===== config.mk =====
export PLATFORM = sky130hd
export DESIGN_NAME = trig_record_buffer
export DESIGN_NICKNAME = d
export VERILOG_FILES = /design/src/rtl/trig_record_buffer.sv
export SDC_FILE = /design/constraint.sdc
export NUM_CORES = 2
export LEC_CHECK = 0
export CORE_MARGIN = 5
export CORE_UTILIZATION = 30
export CTS_BUF_LIST = sky130_fd_sc_hd__clkbuf_8
export CTS_CLUSTER_SIZE = 24
export DETAILED_ROUTE_END_ITERATION = 16
export HOLD_SLACK_MARGIN = 0.15
export PLACE_DENSITY = 0.48
export SLEW_MARGIN = 20
export SYNTH_ARGS = -nofsm -noshare
export SYNTH_HDL_FRONTEND = slang
export SYNTH_SLANG_ARGS = --single-unit

===== constraint.sdc =====
create_clock -name clock -period 15.2 [get_ports clock]
set_clock_uncertainty 0.15 [all_clocks]
set_input_delay 2.28 -clock clock [delete_from_list [all_inputs] [get_ports clock]]
set_output_delay 2.28 -clock clock [all_outputs]
set_load 0.005 [all_outputs]

===== src/rtl/trig_record_buffer.sv =====
// Trigger record buffer: captures {pattern, trigger number, timestamp} per accepted
// trigger, queues records in a FIFO and streams each as three 32-bit words.
module trig_record_buffer #(
    parameter int DEPTH    = 16,
    parameter int TS_WIDTH = 48
) (
    input  logic                   clock,
    input  logic                   reset,
    input  logic                   trig_accept,
    input  logic [7:0]             trig_pattern,
    input  logic                   run_start,
    output logic [31:0]            m_tdata,
    output logic                   m_tvalid,
    input  logic                   m_tready,
    output logic                   m_tlast,
    output logic                   busy_out,
    output logic [$clog2(DEPTH):0] fifo_count,
    output logic [15:0]            drop_count
);

    localparam int AW       = $clog2(DEPTH);
    localparam int RW       = 8 + 16 + TS_WIDTH;
    localparam int BUSY_INT = DEPTH - 2;
    localparam logic [AW:0] FULL_LVL = DEPTH[AW:0];
    localparam logic [AW:0] BUSY_LVL = BUSY_INT[AW:0];

    typedef enum logic [1:0] {
        IDLE = 2'd0,
        W0   = 2'd1,
        W1   = 2'd2,
        W2   = 2'd3
    } stateT;

    stateT                state;
    logic [TS_WIDTH-1:0]  tsReg;
    logic [15:0]          tnumReg;
    logic [TS_WIDTH-1:0]  tsNow;
    logic [15:0]          tnumNow;
    logic [15:0]          dropNow;
    logic [15:0]          dropNext;
    logic                 wrEn;
    logic                 dropEv;
    logic                 popEn;
    logic [AW:0]          countNext;
    logic [AW-1:0]        wrPtr;
    logic [AW-1:0]        rdPtr;
    logic [RW-1:0]        mem [DEPTH];
    logic [RW-1:0]        popRec;
    logic [TS_WIDTH-1:0]  holdTs;

    // Header word of a record laid out as {pattern, tnum, ts}
    function automatic logic [31:0] w0Word(input logic [RW-1:0] rec);
        return {8'hA5, rec[RW-1 -: 8], rec[TS_WIDTH +: 16]};
    endfunction

    // run_start makes the counters read as zero in the cycle it is asserted
    always_comb begin
        tsNow    = {TS_WIDTH{1'b0}};
        tnumNow  = 16'h0000;
        dropNow  = 16'h0000;
        dropNext = 16'h0000;
        if (run_start) begin
            tsNow   = {TS_WIDTH{1'b0}};
            tnumNow = 16'h0000;
            dropNow = 16'h0000;
        end else begin
            tsNow   = tsReg;
            tnumNow = tnumReg;
            dropNow = drop_count;
        end
        wrEn   = trig_accept && (fifo_count < FULL_LVL);
        dropEv = trig_accept && (fifo_count == FULL_LVL);
        if (dropEv && (dropNow != 16'hFFFF)) begin
            dropNext = dropNow + 16'h0001;
        end else begin
            dropNext = dropNow;
        end
    end

    // Pop into the holding register when leaving IDLE or finishing W2 with data waiting
    always_comb begin
        popRec = mem[rdPtr];
        popEn  = 1'b0;
        case (state)
            IDLE:    popEn = (fifo_count != {(AW+1){1'b0}});
            W2:      popEn = m_tready && (fifo_count != {(AW+1){1'b0}});
            default: popEn = 1'b0;
        endcase
        case ({wrEn, popEn})
            2'b10:   countNext = fifo_count + (AW+1)'(1);
            2'b01:   countNext = fifo_count - (AW+1)'(1);
            default: countNext = fifo_count;
        endcase
    end

    // Timestamp, trigger number and drop counters
    always_ff @(posedge clock or posedge reset) begin
        if (reset) begin
            tsReg      <= {TS_WIDTH{1'b0}};
            tnumReg    <= 16'h0000;
            drop_count <= 16'h0000;
        end else begin
            tsReg      <= tsNow + TS_WIDTH'(1);
            tnumReg    <= tnumNow + {15'h0000, trig_accept};
            drop_count <= dropNext;
        end
    end

    // Record storage
    always_ff @(posedge clock) begin
        if (wrEn) begin
            mem[wrPtr] <= {trig_pattern, tnumNow, tsNow};
        end
    end

    // FIFO pointers, occupancy and almost-full flag
    always_ff @(posedge clock or posedge reset) begin
        if (reset) begin
            wrPtr      <= {AW{1'b0}};
            rdPtr      <= {AW{1'b0}};
            fifo_count <= {(AW+1){1'b0}};
            busy_out   <= 1'b0;
        end else begin
            if (wrEn) begin
                wrPtr <= wrPtr + AW'(1);
            end
            if (popEn) begin
                rdPtr <= rdPtr + AW'(1);
            end
            fifo_count <= countNext;
            busy_out   <= (countNext >= BUSY_LVL);
        end
    end

    // Serializer FSM with registered stream outputs
    always_ff @(posedge clock or posedge reset) begin
        if (reset) begin
            state    <= IDLE;
            m_tdata  <= 32'h0000_0000;
            m_tvalid <= 1'b0;
            m_tlast  <= 1'b0;
            holdTs   <= {TS_WIDTH{1'b0}};
        end else begin
            case (state)
                IDLE: begin
                    if (popEn) begin
                        holdTs   <= popRec[TS_WIDTH-1:0];
                        m_tdata  <= w0Word(popRec);
                        m_tvalid <= 1'b1;
                        m_tlast  <= 1'b0;
                        state    <= W0;
                    end
                end
                W0: begin
                    if (m_tready) begin
                        m_tdata <= holdTs[31:0];
                        state   <= W1;
                    end
                end
                W1: begin
                    if (m_tready) begin
                        m_tdata <= {16'h0000, holdTs[47:32]};
                        m_tlast <= 1'b1;
                        state   <= W2;
                    end
                end
                W2: begin
                    if (m_tready) begin
                        if (popEn) begin
                            holdTs  <= popRec[TS_WIDTH-1:0];
                            m_tdata <= w0Word(popRec);
                            m_tlast <= 1'b0;
                            state   <= W0;
                        end else begin
                            m_tvalid <= 1'b0;
                            m_tlast  <= 1'b0;
                            state    <= IDLE;
                        end
                    end
                end
                default: begin
                    m_tvalid <= 1'b0;
                    m_tlast  <= 1'b0;
                    state    <= IDLE;
                end
            endcase
        end
    end

endmodule


==> summary.txt <==
Run status
  • Outcome: finished clean

Hold path
  • Hold path startpoint: holdTs[38]$_DFFE_PP0P_
  • Worst hold path type: reg2reg

Drt
  • 1st-pass router iterations: 5
  • DRT iter0 DRCs: 1638
  • Wire per inst: approximately 25 µm
  • DRC Markers: 0
  • Antenna viol nets, final: 0
  • Vias: about 26000
  • Vias/cell: 4.82
  • Routed WL: around 130000 µm

Power
  • Pwr per Cell Area: 172 nW/µm²
  • Pleak: 20.7 nW
  • Max IR drop VDD: ~0.2 mV

Layout
  • Share of cells above drive strength 1: 0.242
  • Commonest cells after routing, fill and taps aside: edfxtp_1 (1152), mux4_2 (288), clkbuf_8 (231), dfrtp_1 (174), mux2i_1 (129)
  • Area grow syn2layout: 15.3%
  • Fill cells: 16000
  • Reg area: 39100 µm²
  • Most common cell after layout, fill and taps aside: edfxtp_1
  • Net count reported at finish: roughly 2800
  • Multi-input logic area: about 12000 µm²
  • Util after Layout: 0.348

Critical path
  • WP data arrival: a little under 6 ns
  • Crit Path Category: in2reg
  • CP Launch Point: run_start
  • CP startpoint kind: input port
  • Reg-to-reg critical path startpoint: rdPtr[0]$_DFFE_PP0P_
  • CP endpoint kind: flop
  • Required @ worst endpoint: 15.83 ns
  • Crit-path max FO: 58

CTS
  • Clock buffer depth: 3
  • Post-CTS Setup Repair Bufs: 0
  • Clock Tree Root: clkbuf_8
  • H-Tree Depth: 4
  • CTS buffer count: 219
  • CTS Hold Bufs: 0
  • Clock sink count: 1330
  • Clock-pin slew on the worst setup and hold paths: 0.06 ns
  • Post-CTS sizing: 0
  • CTS tree: yes
  • Clock Latency Late Sink: about 0.95 ns

Global route
  • First-pass GRT wire length: roughly 190000 µm
  • Initial antenna violation count: 6
  • Total Routing Usage GR: 0.146
  • Vias in the first global route: about 28000
  • Congestion Overflow GR: 0
  • Pin count of the biggest net entering global routing: roughly 110

Die
  • Die X-Extent: ~430 µm
  • Die ar.: roughly 180000 µm²
  • Core area: 172000 µm²
  • Initial Util: 0.302
  • Boundary Pins: slightly below 70
  • Rows: 152
  • Height of the chip: around 430 µm

Logic synthesis
  • Post-synthesis register bit count: approximately 1300
  • Post-synth ARST share: 0.134
  • Post-synth EDFFs: between 1000 and 1500
  • Syn nets: around 2600
  • Mapped Cells: ~2600
  • Yosys cell types: 60
  • Post-Syn Area: slightly above 50000 µm²
  • Synth warn: 0
  • Sequential element share of the synthesized area: 0.753
  • Primary FF master, synth: edfxtp_1
  • Synthesized area per cell: approximately 20 µm²

Timing
  • Least-Margin Pin Slew: 1.12 ns
  • Setup violators final: 0
  • RSZ-0062 raised after global routing: false
  • Fmax achieved: ~190 MHz
  • Relative slew slack: 0.250
  • Fin crit share: 0.339
  • Setup_tns: 0 ns
  • Final-report hold violation count: 0
  • Final Critical Period: 5.15 ns
  • Max-slew violation count: 0

Placed design
  • Final HPWL DP: around 74000 µm
  • Placer Congestion: ~0.75
  • Port bufs: between 60 and 70

Job
  • Number of max-cap violations: 0
==> layer usage <==
metal | vias to the layer above | routed length (µm) | track usage
met3 | 200 | 5810 | 0.0285
met1 | 13700 | 56600 | 0.189
li1 | 11000 | - | -
met2 | 632 | 66700 | 0.249
met4 | 0 | 3250 | 0.0442
met5 | - | 0 | 0
==> state kept, by name, summed over array words and instances, names as in the netlist <==
| name | cells |
|---|---|
| mem | 1152 |
| holdTs | 48 |
| tsReg | 48 |
| m_tdata | 32 |
| drop_count | 16 |
| tnumReg | 16 |
| fifo_count | 5 |
| rdPtr | 4 |
| wrPtr | 4 |
| state | 2 |
| busy_out | 1 |
| m_tlast | 1 |
| m_tvalid | 1 |
==> power by group <==
part           total [mW]  leakage [nW]  switching, mW  internal [mW]
Combinational        2.74          4.67           1.60           1.14
Clock                3.06          2.45           1.47           1.59
Sequential           4.50          13.6          0.231           4.27
==> critical path, cell delays in order <==
cell     delay [ns]
buf_4          0.28
buf_4          0.41
nor2b_1        0.90
ha_1           0.35
and3_1         0.25
nand4_2        0.33
nor4_4         0.56
nand4_1        0.18
xnor2_1        0.19
==> path summary, 6_finish.rpt <==
path                                           end  slack [ns]  cells after the start
max in group asynchronous   holdTs[42]$_DFFE_PP0P_       10.92                      4
max reg2reg                m_tdata[18]$_DFFE_PP0P_       10.30                      8
min reg2reg                 holdTs[38]$_DFFE_PP0P_        0.34                      2
min                         holdTs[38]$_DFFE_PP0P_        0.34                      2
min in group asynchronous  drop_count[1]$_DFF_PP0_        1.62                      2
max                            tsReg[32]$_DFF_PP0_       10.05                      9
==> stage by stage <==
step	hold slack (ns)	worst slack, ns	power [mW]	cells	area, µm²
2_1_floorplan	0.296	7.94	6.32	2570	51800
3_3_place_gp	0.320	9.12	7.36	4882	55400
3_5_place_dp	0.324	9.06	7.39	4882	55500
4_1_cts	0.340	10.07	10.5	5290	59800
5_1_grt	0.365	9.82	10.8	5292	59800
6_report	0.338	10.05	10.3	5294	59800
==> cell families (layout without fill, tap and decap cells) <==
| group | Yosys count | after routing | share of synthesized area |
|---|---|---|---|
| AOI/OAI and AO/OA | 168 | 168 | 0.0240 |
| xor gates and xnor gates | 77 | 77 | 0.0130 |
| adders and majority gates | 19 | 19 | 0.00473 |
| buffers and inverters | 156 | 566 | 0.0128 |
| DFF | 1330 | 1330 | 0.753 |
| muxes | 425 | 425 | 0.152 |
| other | 0 | 4 | 0 |
| and+or+nand+nor | 395 | 395 | 0.0404 |
==> synthesized netlist by cell type, types with 3 or more instances <==
master | count | area (µm²)
a22oi_1 | 26 | 195
nand2b_1 | 10 | 62.6
mux2i_1 | 129 | 1290
nand4_1 | 26 | 163
a21o_1 | 3 | 22.5
buf_1 | 26 | 97.6
inv_1 | 24 | 90.1
and4b_1 | 3 | 30.0
and3b_1 | 3 | 26.3
xor2_1 | 19 | 166
and2_1 | 24 | 150
o221ai_1 | 48 | 420
edfxtp_1 | 1152 | 34600
nor2b_1 | 67 | 419
o31ai_1 | 3 | 22.5
mux4_2 | 288 | 6490
ha_1 | 18 | 225
nor3_1 | 10 | 50.1
xnor2_1 | 58 | 508
buf_4 | 5 | 37.5
buf_2 | 38 | 190
nor2_1 | 83 | 312
nand3_1 | 31 | 155
dfrtp_1 | 178 | 4450
and3_1 | 15 | 93.8
o21ai_0 | 24 | 120
clkbuf_1 | 59 | 221
a221oi_1 | 8 | 70.1
a21oi_1 | 31 | 155
nand3b_1 | 3 | 22.5
mux2_2 | 6 | 67.6
nor4_1 | 8 | 50.1
nand2_1 | 89 | 334
o32a_1 | 15 | 150
==> layout make-up <==
| cell class | count | area share |
|---|---|---|
| antenna | 4 | 0.000167 |
| clock buffer | 231 | 0.0532 |
| clock inverter | 177 | 0.0187 |
| inverter | 25 | 0.00170 |
| multi-input combinational | 1084 | 0.205 |
| sequential | 1330 | 0.653 |
| tap | 2310 | 0.0483 |
| timing repair buffer | 133 | 0.0197 |
(Power assumes the default switching activity.)
